File: config.mk
export PLATFORM = sky130hd
export DESIGN_NAME = crc_frame_buf
export DESIGN_NICKNAME = d
export VERILOG_FILES = /design/src/rtl/crc_frame_buf.sv
export SDC_FILE = /design/constraint.sdc
export NUM_CORES = 1
export LEC_CHECK = 0
export ABC_AREA = 1
export CAP_MARGIN = 20
export CORE_AREA = 5 5 118 120
export CTS_BUF_LIST = sky130_fd_sc_hd__clkbuf_4
export DETAILED_ROUTE_END_ITERATION = 8
export DIE_AREA = 0 0 123 125
export SLEW_MARGIN = 10
export SYNTH_ARGS = -nofsm -noshare
export SYNTH_HDL_FRONTEND = slang
export SYNTH_SLANG_ARGS = --single-unit
File: constraint.sdc
create_clock -name clk -period 3.1 [get_ports clk]
set_clock_uncertainty 0.1 [all_clocks]
set_input_delay 0.775 -clock clk [delete_from_list [all_inputs] [get_ports clk]]
set_output_delay 0.775 -clock clk [all_outputs]
set_load 0.02 [all_outputs]
File: src/rtl/crc_frame_buf.sv
`default_nettype none
// +----------------------------------------------------------------------+
// | crc_frame_buf                                                        |
// | Payload register array: one write port, combinational read port.     |
// | Revision: 1.0                                                        |
// +----------------------------------------------------------------------+
module crc_frame_buf #(
    parameter int DEPTH  = 16,
    parameter int WIDTH  = 8,
    parameter int ADDR_W = 4
) (
    input  logic              clk,
    input  logic              i_wr_en,
    input  logic [ADDR_W-1:0] i_wr_addr,
    input  logic [WIDTH-1:0]  i_wr_data,
    input  logic [ADDR_W-1:0] i_rd_addr,
    output logic [WIDTH-1:0]  o_rd_data
);

    logic [WIDTH-1:0] r_mem [DEPTH];

    always_ff @(posedge clk) begin
        if (i_wr_en) r_mem[i_wr_addr] <= i_wr_data;
    end

    assign o_rd_data = r_mem[i_rd_addr];

endmodule
`default_nettype wire

# Yosys cells after proc, flatten, opt, wreduce, memory -nomap -nowiden
# Memory sizes are Yosys's and may differ from the RTL's.
# Cells that the tools add are included.
# W data, S select, Z words.
# word_totals
elab_cells	3
rom_bits	0
in_bits	18
ram_bits	128
latchBits	0
n_memories	1
output_inout_bits	8
reg_bits	0
# classes
order_cmp	0
div_mod_pow	0
n_addsub	0
n_eq_ne	0
bitwise	0
multipliers	0
reduce_logical	0
shifts	0
mux	2
# mem_list
memory	words	word_bits	rd	rd_clocked_by_memory_dff	write_ports	line_no	text
r_mem	16	8	1	0	1	20	logic [WIDTH-1:0] r_mem [DEPTH];
# op_table
op	n
$mux W1	2

# Logic depth before layout (Yosys ltp)
# logic_depth
depth_word	2
ltp_mapped	8
mapped_depth_nobuf	7

# Worst setup path before layout
# Ideal clock, no wire load.
# synth_timing
path_type	input port to output port
start	input port i_rd_addr[1]
end	output port o_rd_data[5]
n_path_buf	2
t_required_ns	2.225
arrival_time_ns	1.530
path_slack_ns	0.695
stages	7
path_cell_list	buf_2 > inv_2 > buf_2 > nand3_1 > nand3_1 > nand3_1 > nand2_1
# synth_via
elab_chain_len	1
# synth_lines
element	line_no	text
from (decl)	16	input logic [ADDR_W-1:0] i_rd_addr,
$mem_v2 Z16 W8	-	
to (decl)	17	output logic [WIDTH-1:0] o_rd_data
# No other way between the ends.

# Worst setup path in the final report
# layout_timing
start	input port i_rd_addr[2]
end	output port o_rd_data[0]
# The elaborated chain is that of the path after synthesis.

==> reports/summary.log <==
[critical_path] biggest cell delay along the critical path 0.48 ns
[floorplanning] Starting Density 43.5%
[critical_path] Max stage delay cell, worst path clkdlybuf4s50_1
[cells_and_area] commonest non-fill, non-tap cells in the layout 173 x nand2_1, 128 x edfxtp_1, 100 x inv_1
[sta] final clock period utilization by the worst path 96.1%
[floorplanning] horizontal die dimension 123 um
[cells_and_area] largest register by flop count r_mem
[sta] worst-case headroom to the max-slew limit 47.6%
[placed_design] placed cell areas 0.00622 sq mm
[clocking] clock slew seen by the registers of the worst setup and hold paths 0.11 ns
[critical_path] largest driver fanout on the critical path 16
[clocking] buffer levels on the longest clock path 2
[power_and_ir_drop] net switching fraction of the power 26.0%
[logic_synthesis] Syn Inst Count 543
[detailed_routing] vias post-DR 3780
[logic_synthesis] number of warnings issued by yosys 0
[floorplanning] die footprint 0.0154 sq mm
[power_and_ir_drop] reported net switching power 0.829 mW
[logic_synthesis] nets in the synthesized netlist 561
[logic_synthesis] mean cell area of the mapped netlist 10.3 sq um
[grt] antenna violations before repair 1
[power_and_ir_drop] PnR Total Power 3.18 mW
[clocking] TritonCTS clock tree done
[clocking] TritonCTS buffer count 17
[logic_synthesis] register bit total from synthesis 128
[sta] slew at the pin closest to its max-slew limit 0.784 ns
[power_and_ir_drop] combinational cell fraction of total power 9.5%
[clocking] postcts setup bufs 0
[critical_path] kind of end point of the critical path primary output
[grt] global-route wire length before repair 20.5 mm
[logic_synthesis] combined area of all synthesized cells 0.00561 sq mm
[floorplanning] height of the chip 125 um
[logic_synthesis] share of Yosys cell area claimed by the top area cell type 68.6%
[critical_path] Worst Path Required 2.22 ns
[grt] total routing resource utilization after global routing 18.1%
[floorplanning] Cell Rows 42
[power_and_ir_drop] highest ir drop seen on vdd 0.231 mV
[critical_path] family with the most delay on the worst path buffers and inverters
[logic_synthesis] synth unique cells 11
[sta] top achievable clock speed 0.336 GHz
[run] max-capacitance violation count 0
[power_and_ir_drop] power density over the cells 493 mW/mm^2
[clocking] clock tree root buffer cell clkbuf_4
[hold_path] Worst Min Path Start i_wr_en
[sta] setup repair after global routing missed its margin no
[grt] via count of the first global-routing pass 3651
[logic_synthesis] portion of the post-synthesis area used by sequential elements 68.6%
[detailed_routing] drt wl/cell 16.6 um
[outcome] result of the run finished, final reports clean
[placed_design] input/output buffers 25
[cells_and_area] area added between synthesis and finish 15.2%
[critical_path] Most common cell on crit path nand3_1
[detailed_routing] ratio of routed vias to standard cells 4.83
[cells_and_area] flip-flop count of the largest register after layout 128
[critical_path] crit path buf inv count 3
[detailed_routing] total iterations of the first detailed-routing run 5
[critical_path] category of the most critical setup path in2out
[sta] total count of hold-check failures in the final report 0
[detailed_routing] initial detailed-routing violation count 399
[floorplanning] count of boundary I/O pins 26
[logic_synthesis] Yosys top cell by area edfxtp_1
[critical_path] arrival time of data at the critical path endpoint 2.10 ns
[critical_path] CP cell instances clkdlybuf4s50_1 -> buf_4 -> nand3_1 -> nand3_1 -> nand2_1 -> clkdlybuf4s15_1
[placed_design] detailed placement HPWL 8.34 mm
[sta] clock period minus worst slack 2.98 ns
[floorplanning] core box area 0.0129 sq mm
[grt] total overflow reported by the global router 0
[hold_path] Min-Delay Path Depth 3
[hold_path] worst hold-check path type in2reg
[critical_path] Startpoint Class input port
[clocking] # clock sinks 128
[placed_design] routability cong. 0.817
[cells_and_area] fin nets 611
[sta] final number of max-transition violations 0
[power_and_ir_drop] LEAKAGE 2.76 nW
[detailed_routing] detailed-route DRC error count 0
[cells_and_area] top flop regs r_mem: 128 flops
[detailed_routing] Post-DRT Antenna Nets 0
[power_and_ir_drop] proportion of power drawn by flip-flops and latches 61.1%
[cells_and_area] final cell area excluding filler cells 0.00646 sq mm
[power_and_ir_drop] fraction of power consumed by the clock network 29.4%
[detailed_routing] routed wire length 13.0 mm
[power_and_ir_drop] Internal Pwr Total 2.36 mW
[clocking] htree depth 4
[cells_and_area] share of layout cells above drive strength 1 11.6%
[grt] largest net degree at the start of global routing 43
[hold_path] end point of the most critical hold path r_mem[1][0]
[logic_synthesis] cell types with the largest area share after synthesis edfxtp_1 69%, nand2_1 12%, nand3_1 8.7%
[cells_and_area] commonest non-fill, non-tap cell in the layout nand2_1
[sta] final setup violation count 0
[clocking] number of buffers inserted for hold repair after clock tree synthesis 0
routing by layer:
layer  part of all wire, %  global-route usage (%)
met1                    45                    26.1
met2                    46                    27.3
met3                   6.5                    3.25
met4                   2.4                    6.84
met5                     0                       0
layout make-up:
class	instances	area, sq um
Fill cell	1158	6410
Inverter	102	383
Antenna cell	1	2.50
Sequential cell	128	3840
Multi-Input combinational cell	289	1210
Timing Repair Buffer	55	572
Clock buffer	17	128
Clock inverter	15	97.6
Tap cell	176	220
power by group through the flow:
| stage | Clock, mW | Combinational, mW | Sequential [mW] |
|---|---|---|---|
| finish | 0.936 | 0.304 | 1.95 |
| global route | 1.04 | 0.332 | 1.95 |
| CTS | 0.958 | 0.306 | 1.95 |
| detailed placement | 0 | 0.309 | 1.99 |
| global placement | 0 | 0.308 | 1.98 |
| floorplan | 0 | 0.162 | 1.98 |
synthesized netlist by cell type:
| library cell | n |
|---|---|
| inv_2 | 2 |
| nand3b_1 | 2 |
| nand2_1 | 173 |
| edfxtp_1 | 128 |
| buf_4 | 4 |
| buf_2 | 13 |
| buf_6 | 6 |
| nor2_1 | 17 |
| buf_1 | 1 |
| inv_1 | 100 |
| nand3_1 | 97 |
per-stage QoR:
step / cells / hold slack (ns) / utilization, % / TNS (ns) / worst slack, ns
2_1_floorplan: 543 / 0.774 / - / 0 / 0.695
3_3_place_gp: 750 / 1.66 / 48.3 / -3.08 / -0.423
3_5_place_dp: 750 / 1.67 / 48.3 / -2.85 / -0.394
4_1_cts: 782 / 1.11 / 50.2 / 0 / 0.0900
5_1_grt: 783 / 1.14 / 50.2 / 0 / 0.0303
6_report: 783 / 1.14 / 50.2 / 0 / 0.121
cells by family (layout without fill, tap and decap cells):
group / count (synthesis) / after routing / share of synthesized area, %
AND/OR/NAND/NOR: 289 / 289 / 21.6
other: 0 / 1 / 0
buffers and inverters: 126 / 189 / 9.80
flip-flops: 128 / 128 / 68.6
how the worst max path moves through the flow:
stage	from	end	slack [ns]	cells after the start
5_1_grt	i_rd_addr[2]	o_rd_data[6]	0.03	7
3_5_place_dp	i_rd_addr[1]	o_rd_data[3]	-0.39	7
6_report	i_rd_addr[2]	o_rd_data[0]	0.12	6
3_3_place_gp	i_rd_addr[1]	o_rd_data[3]	-0.42	7
4_1_cts	i_rd_addr[2]	o_rd_data[2]	0.09	6
2_1_floorplan	i_rd_addr[1]	o_rd_data[5]	0.69	7
timing repair:
action | CTS | global route
gates resized for setup | 25 | 0
endpoints found under the setup margin | 8 | 0
hold endpoints to repair | 0 | 0
(Power assumes the default switching activity.)
